<file path="src/rtl/mem_max_merge_ctrl_pkg.sv">
// Shared types and widths for the max-merge sequencer, the Comparator and the memory models.
package mem_max_merge_ctrl_pkg;

    localparam int DATA_W = 8;
    localparam int ADDR_W = 8;
    localparam int LEN_W  = 9;

    typedef enum logic [2:0] {
        ST_IDLE   = 3'd0,
        ST_READ   = 3'd1,
        ST_LATCH  = 3'd2,
        ST_DECIDE = 3'd3,
        ST_DONE   = 3'd4
    } state_t;

endpackage

</file>
<file path="src/rtl/mem_max_merge_ctrl_if.sv">
// Control handshake, memory bus and Comparator operand bundle for the max-merge sequencer.
interface mem_max_merge_ctrl_if
    import mem_max_merge_ctrl_pkg::*;
#(
    parameter int DW = DATA_W,
    parameter int AW = ADDR_W,
    parameter int LW = LEN_W
);
    logic          start;
    logic [AW-1:0] src_base;
    logic [AW-1:0] dst_base;
    logic [LW-1:0] length;
    logic          busy;
    logic          done;
    logic          src_rd_en;
    logic [AW-1:0] src_addr;
    logic [DW-1:0] src_rdata;
    logic          dst_rd_en;
    logic          dst_wr_en;
    logic [AW-1:0] dst_addr;
    logic [DW-1:0] dst_rdata;
    logic [DW-1:0] dst_wdata;
    logic [DW-1:0] DOut1;
    logic [DW-1:0] DOut2;
    logic          Sign;
    logic [LW-1:0] wr_count;

    // Sequencer side
    modport master (
        input  start, src_base, dst_base, length, src_rdata, dst_rdata, Sign,
        output busy, done, src_rd_en, src_addr, dst_rd_en, dst_wr_en, dst_addr,
               dst_wdata, DOut1, DOut2, wr_count
    );

    // Top-level control, memories and Comparator side
    modport slave (
        output start, src_base, dst_base, length, src_rdata, dst_rdata, Sign,
        input  busy, done, src_rd_en, src_addr, dst_rd_en, dst_wr_en, dst_addr,
               dst_wdata, DOut1, DOut2, wr_count
    );
endinterface

</file>
<file path="src/rtl/mem_max_merge_ctrl_addr_len_counter.sv">
// Working source/destination addresses plus the remaining-word down-counter.
// Addresses advance only between words, so after the last word they keep
// pointing at the last location touched.
module mem_max_merge_ctrl_addr_len_counter
    import mem_max_merge_ctrl_pkg::*;
#(
    parameter int AW = ADDR_W,
    parameter int LW = LEN_W
) (
    input  logic          clk,
    input  logic          rst,
    input  logic          load,
    input  logic          step,
    input  logic [AW-1:0] src_base,
    input  logic [AW-1:0] dst_base,
    input  logic [LW-1:0] length,
    output logic [AW-1:0] src_addr,
    output logic [AW-1:0] dst_addr,
    output logic          last
);
    logic [LW-1:0] remaining;

    // Terminal count: the word being decided is the final one.
    assign last = (remaining == LW'(1));

    // Load on accepted start, step once per decided word; wrap is natural modulo 2^AW.
    always_ff @(posedge clk) begin
        if (rst) begin
            src_addr  <= '0;
            dst_addr  <= '0;
            remaining <= '0;
        end else if (load) begin
            remaining <= length;
            if (length != '0) begin
                src_addr <= src_base;
                dst_addr <= dst_base;
            end
        end else if (step) begin
            remaining <= remaining - LW'(1);
            if (!last) begin
                src_addr <= src_addr + AW'(1);
                dst_addr <= dst_addr + AW'(1);
            end
        end
    end
endmodule

</file>
<file path="src/rtl/mem_max_merge_ctrl.sv">
// Element-wise signed max-merge of a source block into a destination block.
//
//   state  | meaning
//   IDLE   | waiting for start; captures bases and length
//   READ   | strobe both memories at the current offset
//   LATCH  | register read data into the Comparator operands
//   DECIDE | write the source word when Sign reports src > dst, then advance
//   DONE   | one-cycle completion pulse
module mem_max_merge_ctrl
    import mem_max_merge_ctrl_pkg::*;
#(
    parameter int DW = DATA_W,
    parameter int AW = ADDR_W,
    parameter int LW = LEN_W
) (
    input  logic                 clk,
    input  logic                 rst,
    mem_max_merge_ctrl_if.master bus
);
    state_t        state_q;
    state_t        state_d;
    logic          accept;
    logic          last;
    logic          busy;
    logic          done;
    logic          src_rd_en;
    logic          dst_rd_en;
    logic          dst_wr_en;
    logic [AW-1:0] src_addr;
    logic [AW-1:0] dst_addr;
    logic [DW-1:0] dout1_q;
    logic [DW-1:0] dout2_q;
    logic [LW-1:0] wr_count_q;

    assign accept = (state_q == ST_IDLE) && bus.start;

    // State register.
    always_ff @(posedge clk) begin
        if (rst) state_q <= ST_IDLE;
        else     state_q <= state_d;
    end

    // Next-state logic; a zero-length request goes straight to DONE.
    always_comb begin
        state_d = state_q;
        case (state_q)
            ST_IDLE: begin
                if (bus.start) state_d = (bus.length == '0) ? ST_DONE : ST_READ;
            end
            ST_READ:   state_d = ST_LATCH;
            ST_LATCH:  state_d = ST_DECIDE;
            ST_DECIDE: state_d = last ? ST_DONE : ST_READ;
            ST_DONE:   state_d = ST_IDLE;
            default:   state_d = ST_IDLE;
        endcase
    end

    // Output decode; strobes are masked by rst so an aborted DECIDE never writes.
    always_comb begin
        busy      = (state_q != ST_IDLE);
        done      = (state_q == ST_DONE);
        src_rd_en = (state_q == ST_READ) && !rst;
        dst_rd_en = (state_q == ST_READ) && !rst;
        dst_wr_en = (state_q == ST_DECIDE) && bus.Sign && !rst;
    end

    // Comparator operands captured the cycle after the memory reads.
    always_ff @(posedge clk) begin
        if (rst) begin
            dout1_q <= '0;
            dout2_q <= '0;
        end else if (state_q == ST_LATCH) begin
            dout1_q <= bus.src_rdata;
            dout2_q <= bus.dst_rdata;
        end
    end

    // Count of words written; cleared only by the next accepted start.
    always_ff @(posedge clk) begin
        if (rst)                                       wr_count_q <= '0;
        else if (accept)                               wr_count_q <= '0;
        else if ((state_q == ST_DECIDE) && bus.Sign)   wr_count_q <= wr_count_q + LW'(1);
    end

    mem_max_merge_ctrl_addr_len_counter #(
        .AW (AW),
        .LW (LW)
    ) u_cnt (
        .clk      (clk),
        .rst      (rst),
        .load     (accept),
        .step     (state_q == ST_DECIDE),
        .src_base (bus.src_base),
        .dst_base (bus.dst_base),
        .length   (bus.length),
        .src_addr (src_addr),
        .dst_addr (dst_addr),
        .last     (last)
    );

    assign bus.busy      = busy;
    assign bus.done      = done;
    assign bus.src_rd_en = src_rd_en;
    assign bus.dst_rd_en = dst_rd_en;
    assign bus.dst_wr_en = dst_wr_en;
    assign bus.src_addr  = src_addr;
    assign bus.dst_addr  = dst_addr;
    assign bus.dst_wdata = dout1_q;
    assign bus.DOut1     = dout1_q;
    assign bus.DOut2     = dout2_q;
    assign bus.wr_count  = wr_count_q;
endmodule

</file>
<file path="src/flat_wrapper.sv">
// flat-port wrapper written by rule: the top's interface ports become plain ports
module mem_max_merge_ctrl_flat import mem_max_merge_ctrl_pkg::*;
#(
    parameter int DW = DATA_W,
    parameter int AW = ADDR_W,
    parameter int LW = LEN_W
)
  (clk, rst, bus_start, bus_src_base, bus_dst_base, bus_length, bus_src_rdata, bus_dst_rdata, bus_Sign, bus_busy, bus_done, bus_src_rd_en, bus_src_addr, bus_dst_rd_en, bus_dst_wr_en, bus_dst_addr, bus_dst_wdata, bus_DOut1, bus_DOut2, bus_wr_count);
  mem_max_merge_ctrl_if #(.DW(DW), .AW(AW), .LW(LW)) bus_i ();
  input  logic clk;
  input  logic rst;
  input wire logic [$bits(bus_i.start)-1:0] bus_start;
  input wire logic [$bits(bus_i.src_base)-1:0] bus_src_base;
  input wire logic [$bits(bus_i.dst_base)-1:0] bus_dst_base;
  input wire logic [$bits(bus_i.length)-1:0] bus_length;
  input wire logic [$bits(bus_i.src_rdata)-1:0] bus_src_rdata;
  input wire logic [$bits(bus_i.dst_rdata)-1:0] bus_dst_rdata;
  input wire logic [$bits(bus_i.Sign)-1:0] bus_Sign;
  output wire logic [$bits(bus_i.busy)-1:0] bus_busy;
  output wire logic [$bits(bus_i.done)-1:0] bus_done;
  output wire logic [$bits(bus_i.src_rd_en)-1:0] bus_src_rd_en;
  output wire logic [$bits(bus_i.src_addr)-1:0] bus_src_addr;
  output wire logic [$bits(bus_i.dst_rd_en)-1:0] bus_dst_rd_en;
  output wire logic [$bits(bus_i.dst_wr_en)-1:0] bus_dst_wr_en;
  output wire logic [$bits(bus_i.dst_addr)-1:0] bus_dst_addr;
  output wire logic [$bits(bus_i.dst_wdata)-1:0] bus_dst_wdata;
  output wire logic [$bits(bus_i.DOut1)-1:0] bus_DOut1;
  output wire logic [$bits(bus_i.DOut2)-1:0] bus_DOut2;
  output wire logic [$bits(bus_i.wr_count)-1:0] bus_wr_count;
  assign bus_i.start = bus_start;
  assign bus_i.src_base = bus_src_base;
  assign bus_i.dst_base = bus_dst_base;
  assign bus_i.length = bus_length;
  assign bus_i.src_rdata = bus_src_rdata;
  assign bus_i.dst_rdata = bus_dst_rdata;
  assign bus_i.Sign = bus_Sign;
  assign bus_busy = bus_i.busy;
  assign bus_done = bus_i.done;
  assign bus_src_rd_en = bus_i.src_rd_en;
  assign bus_src_addr = bus_i.src_addr;
  assign bus_dst_rd_en = bus_i.dst_rd_en;
  assign bus_dst_wr_en = bus_i.dst_wr_en;
  assign bus_dst_addr = bus_i.dst_addr;
  assign bus_dst_wdata = bus_i.dst_wdata;
  assign bus_DOut1 = bus_i.DOut1;
  assign bus_DOut2 = bus_i.DOut2;
  assign bus_wr_count = bus_i.wr_count;
  mem_max_merge_ctrl #(.DW(DW), .AW(AW), .LW(LW)) u_core (.clk(clk), .rst(rst), .bus(bus_i));
endmodule
</file>
<file path="config.mk">
export PLATFORM = sky130hd
export DESIGN_NAME = mem_max_merge_ctrl_flat
export DESIGN_NICKNAME = d
export VERILOG_FILES = /design/src/rtl/mem_max_merge_ctrl_pkg.sv /design/src/rtl/mem_max_merge_ctrl_if.sv /design/src/rtl/mem_max_merge_ctrl_addr_len_counter.sv /design/src/rtl/mem_max_merge_ctrl.sv /design/src/flat_wrapper.sv
export SDC_FILE = /design/constraint.sdc
export NUM_CORES = 1
export LEC_CHECK = 0
export CAP_MARGIN = 5
export CELL_PAD_IN_SITES_DETAIL_PLACEMENT = 0
export CELL_PAD_IN_SITES_GLOBAL_PLACEMENT = 2
export CORE_UTILIZATION = 22
export CTS_BUF_LIST = sky130_fd_sc_hd__clkbuf_4 sky130_fd_sc_hd__clkbuf_8 sky130_fd_sc_hd__clkbuf_16
export DETAILED_ROUTE_END_ITERATION = 10
export GPL_ROUTABILITY_DRIVEN = 0
export PLACE_DENSITY_LB_ADDON = 0.1
export SLEW_MARGIN = 20
export SYNTH_ARGS = -nofsm -noshare
export SYNTH_HDL_FRONTEND = slang
export SYNTH_SLANG_ARGS = --single-unit
</file>
<file path="constraint.sdc">
create_clock -name clk -period 1.6 [get_ports clk]
set_input_delay 0.16 -clock clk [delete_from_list [all_inputs] [get_ports clk]]
set_output_delay 0.16 -clock clk [all_outputs]
set_load 0.01 [all_outputs]
</file>
# Yosys cells after proc, flatten, opt, wreduce, memory -nomap -nowiden
# Cells that the tools add are included.
# Widths: inputs -> output; s select.
# classes
addsub	4
multipliers	0
div_mod_pow	0
order_cmp	0
n_eq_ne	8
shift	0
mux	14
n_bitwise	0
n_reduce_logical	12
# ops
operator	n
$mux 8	8
$mux 9	2
$add 8x1->8 const B	2
$pmux 3 s4	1
$add 9x1->9 const B	1
$eq 9x1->1 const B	1
$logic_not 9->1	1
$mux 3	3
$reduce_bool 9->1	1
$sub 9x1->9 const B	1
$eq 3x2->1 const B	2
$logic_and 1x1->1	4
$ne 2x2->1 const B	2
$eq 3x1->1 const B	1
$eq 3x3->1 const B	1
$logic_not 3->1	1
$reduce_and 3->1	1
$reduce_bool 3->1	1
$ne 2x1->1 const B	1
$reduce_bool 2->1	1
$reduce_or 2->1	1
$logic_not 1->1	1
# totals
ff_bits	53
latch_bits	0
ram_bits	0
romBits	0
output_inout_bits	54
elab_cells	45
n_memories	0

# Depth between registers and ports, before layout
# logic_depth
ltp_word	4
mapped_depth	8

# Cells and area by module
# Synthesis repeated with hierarchy kept, for this count alone.
# hier_totals
hier_cells	336
area_unflattened_um2	2825.2
# modules_own_cells
mod	instances	cells_per_inst	area_per_inst_um2	seq_area_each_um2
mem_max_merge_ctrl_addr_len_counter	1	183	1512.7	500.5
mem_max_merge_ctrl	1	153	1312.5	560.5

# Least setup slack after synthesis
# OpenSTA, ideal clock, no wires.
# synth_path
kind	register to register
startpoint	register u_core.u_cnt.remaining[1]
endpoint	register u_core.u_cnt.dst_addr[6]
setup_time_ns	0.133
arrival_time_ns	1.566
path_slack_ns	-0.099
path_stages_with_launch	9
n_path_buf	1
period_less_slack_ns	1.699
cell_sequence	dfxtp_1 > inv_1 > ha_1 > nor3b_1 > a31o_2 > a21boi_2 > buf_2 > a221oi_1 > nor3_1
# synth_between
elab_chain_cells	3
# synth_lines
item	line_no	text
start, declared	mem_max_merge_ctrl_addr_len_counter.sv:21	logic [LW-1:0] remaining;
start signal, assigned	mem_max_merge_ctrl_addr_len_counter.sv:33	remaining <= length;
start signal, assigned	mem_max_merge_ctrl_addr_len_counter.sv:39	remaining <= remaining - LW'(1);
$eq 9x1->1	mem_max_merge_ctrl_addr_len_counter.sv:24	assign last = (remaining == LW'(1));
$ne 2x1->1 (no line)	-	
$reduce_and 3->1 (no line)	-	
end signal, assigned	mem_max_merge_ctrl_addr_len_counter.sv:36	dst_addr <= dst_base;
end signal, assigned	mem_max_merge_ctrl_addr_len_counter.sv:42	dst_addr <= dst_addr + AW'(1);
end, declared	mem_max_merge_ctrl_addr_len_counter.sv:18	output logic [AW-1:0] dst_addr,
# Every way passes these cells.
# A chain may end at the register's enable or synchronous reset.

# Final worst setup path
# layout_path
startpoint	register u_core.state_q[2]
endpoint	register u_core.u_cnt.dst_addr[5]
# layout_between
elab_chain_cells	4
# layout_lines
item	line_no	text
start, declared	mem_max_merge_ctrl.sv:20	state_t state_q;
start signal, assigned	mem_max_merge_ctrl.sv:40	else state_q <= state_d;
$logic_not 3->1	mem_max_merge_ctrl.sv:35	assign accept = (state_q == ST_IDLE) && bus.start;
$logic_and 1x1->1	mem_max_merge_ctrl.sv:35	
$ne 2x1->1 (no line), or another cell as far along	-	
$reduce_and 3->1 (no line)	-	
# Several ways; a longest one is shown, not always the timed one.

==> qor.csv <==
stage,metric,value,unit
clock_network,Clock Pin Slew Worst Setup and Hold Paths,70,ps
routing,Residual DRC,9,
logic_synthesis,number of synthesized flops with an enable pin,0,
logic_synthesis,Cells after Synth,336,
grt,GRT Residual Overflow,0,
setup_path,"Data required, critical path",1780,ps
placed_design,Placed Area,4040,sq um
clock_network,CTS tree,yes,
placed_design,DP Wirelength,5890,um
setup_path,CP Capture Type,flop,
placed_design,Placed Cells,591,
routing,Vias,2781,
setup_path,Startpoint Class,flop,
floorplanning,core area,11600,sq um
power,Lkg Pwr,0.00163,uW
logic_synthesis,"FF+latch count, synth",53,
grt,antenna violations before repair,0,
placed_design,Port Buf Inserts,98,
floorplanning,initial core utilization,0.230,
floorplanning,DIE WIDTH,112,um
logic_synthesis,mux cell area share after synthesis,0.00421,
logic_synthesis,YS warnings,0,
grt,global-route wire length before repair,13400,um
sta,final worst slack,-15.7,ps
routing,drt pass-1 iters,7,
sta,Max Clk Rate,0.619,GHz
logic_synthesis,Synth Area in Compound Gates,0.192,
grt,vias in the first global route,2689,
cells_and_area,fin cells,613,
logic_synthesis,main combinational cell family by area after synthesis,simple AND/OR/NAND/NOR gates,
sta,crit share post-route,1.01,
setup_path,CP max FO,7,
power,pwr/cell area,921,nW/um^2
sta,Final Hold Fails,0,
logic_synthesis,sequential area share after synthesis,0.397,
floorplanning,Die H,112,um
routing,ANT nets after route,0,
floorplanning,die footprint,12600,sq um
sta,Worst-Margin Slew,381,ps
routing,WL/cell,13.8,um
logic_synthesis,Mapped Avg Cell Area,7.95,sq um
cells_and_area,Area growth syn-to-layout,67.8,%
min_path,worst hold path type,in2reg,
logic_synthesis,unique cell type count in the Yosys netlist,51,
outcome,violated checks,"DRC, setup timing",
cells_and_area,fin area,4490,sq um
sta,"Slew Viols, Final",0,
routing,vias per cell,4.54,
grt,Overall Global Routing Usage,0.132,
clock_network,number of H-tree levels,2,
grt,largest net degree at the start of global routing,32,
logic_synthesis,post-synthesis xor/xnor area fraction,0.0328,
sta,relative slew slack,0.744,
setup_path,arrival time worst endpoint,1790,ps
clock_network,"Clk Latency, worst-skew pair",290,ps
power,Peak VDD IR,0.000462,V
clock_network,clock root buffer,clkbuf_16,
clock_network,clk sinks,53,
logic_synthesis,asr flop ratio synth,0,
sta,Setup TNS,-43.7,ps
floorplanning,I/O pin total,99,
cells_and_area,n_diodes,0,
job,# Max-Cap Violations,0,
floorplanning,Rows,39,
setup_path,worst setup path class,reg2reg,
sta,final setup vio count,5,
cells_and_area,Layout Nets,519,
logic_synthesis,Syn Std Cell Area,2670,sq um
sta,WHS,352,ps
sta,fin crit period,1620,ps
routing,DRT Wirelength,8470,um
clock_network,Clock Path Buffers,2,
routing,drt initial violations,141,
sta,RSZ-0062 raised after global routing,true,
clock_network,CTS buffer count,5,
logic_synthesis,simple-gate share of the synthesized area,0.272,
sta,clk_skew,5.82,ps
cells_and_area,layout cells sized above 1,0.223,
logic_synthesis,Adder-Cell Fraction of Synth Area,0.0234,
outcome,status,"complete, but fails checks",
logic_synthesis,Synth Flop Type,dfxtp_1,
logic_synthesis,Mapped Nets,386,
critical path, cell delays in order (launching register included):
cell and delay [ps]:
dfxtp_2 340, buf_6 120, nor4b_4 320, buf_6 200
buf_4 130, clkbuf_16 130, nor2_1 40, o21ai_0 150
a21oi_1 80
path summary, 6_finish.rpt:
check / start / to / slack, ps / depth (start not counted)
worst min-delay path: rst / u_core.u_cnt.src_addr[1] / 350 / 3
worst max-delay path: u_core.state_q[2] / u_core.u_cnt.dst_addr[5] / -20 / 8
worst min register to register: u_core.bus.DOut2[7] / u_core.bus.DOut2[7] / 460 / 2
worst max register to register: u_core.state_q[2] / u_core.u_cnt.dst_addr[5] / -20 / 8
layout by cell type, fill, tap and decap left out, types with 6 or more instances in the layout:
master            n
a21oi_1          41
buf_4            45
buf_6             8
clkbuf_16         6
clkdlybuf4s50_1  92
dfxtp_1          47
nand2_1          54
nand3_1          13
nor2_1           31
nor3_1           11
o21ai_0           9
xor2_1            8
cell families after synthesis:
| family | after synthesis |
|---|---|
| compound gates | 82 |
| simple gates | 149 |
| flops | 53 |
| xor+xnor | 10 |
| buf+inv | 36 |
| mux | 1 |
| fa+ha+maj | 5 |
what timing repair did:
item	in CTS	in global routing
setup buffers	7	6
gates resized for setup	31	18
gates cloned	0	2
pin swaps	10	9
hold buffers	0	0
endpoints found under the setup margin	48	28
final cells by class:
| type | count | area [sq um] |
|---|---|---|
| sequential | 53 | 1070 |
| inverter | 6 | 22.5 |
| fill | 1213 | 7130 |
| clock buffer | 7 | 146 |
| multi-input combinational | 248 | 1550 |
| tap | 143 | 179 |
| clock inverter | 1 | 30.0 |
| timing repair buffer | 155 | 1480 |
power breakdown:
group,internal (uW),switching [uW],leakage [uW]
clock,801,501,0.0000875
sequential,1430,106,0.000434
combinational,712,580,0.00111
total,2940,1190,0.00163
flip-flops by register name, summed over array words and instances (netlist names):
name / cells
u_core.u_cnt.src_addr: 8
u_core.bus.wr_count: 9
u_core.u_cnt.dst_addr: 8
u_core.bus.DOut1: 8
u_core.state_q: 3
u_core.bus.DOut2: 8
u_core.u_cnt.remaining: 9
cells in the mapped netlist, types with 2 or more instances:
cell	number	area [sq um]
xnor2_1	2	17.5
o21ai_0	10	50.1
o211ai_1	2	15.0
a32oi_1	2	17.5
buf_6	2	22.5
nor2_1	33	124
nor4_1	2	12.5
nand2b_1	3	18.8
dfxtp_1	53	1060
or2_0	3	18.8
nand3_1	16	80.1
a221oi_1	4	35.0
buf_4	14	105
or3_1	5	31.3
a22o_1	2	17.5
inv_1	6	22.5
and4_1	2	17.5
buf_2	5	25.0
nor3b_1	4	30.0
ha_1	5	62.6
xor2_1	8	70.1
nand4_1	4	25.0
a31oi_1	4	25.0
clkbuf_1	9	33.8
o32ai_1	3	26.3
nand2_1	54	203
nor3_1	12	60.1
a22oi_1	2	15.0
a21oi_1	43	215
metal layers:
metal,wire (um),share of wire,track usage,vias to the layer above
met5,0,0,0,-
met4,28,0.0033,0.0320,0
met3,438,0.052,0.0216,2
met2,3980,0.47,0.222,62
met1,4020,0.47,0.176,1268
li1,-,-,-,1449
stage by stage:
stage / utilization / power (uW) / worst slack, ps
after floorplan: - / 2140 / -6.07
after global placement: 0.348 / 2710 / -376
after detailed placement: 0.348 / 2710 / -426
after CTS: 0.375 / 4120 / -28.4
after global routing: 0.386 / 4370 / -126
final: 0.386 / 4130 / -15.7
No activity file was read; power rests on OpenSTA's default activity.
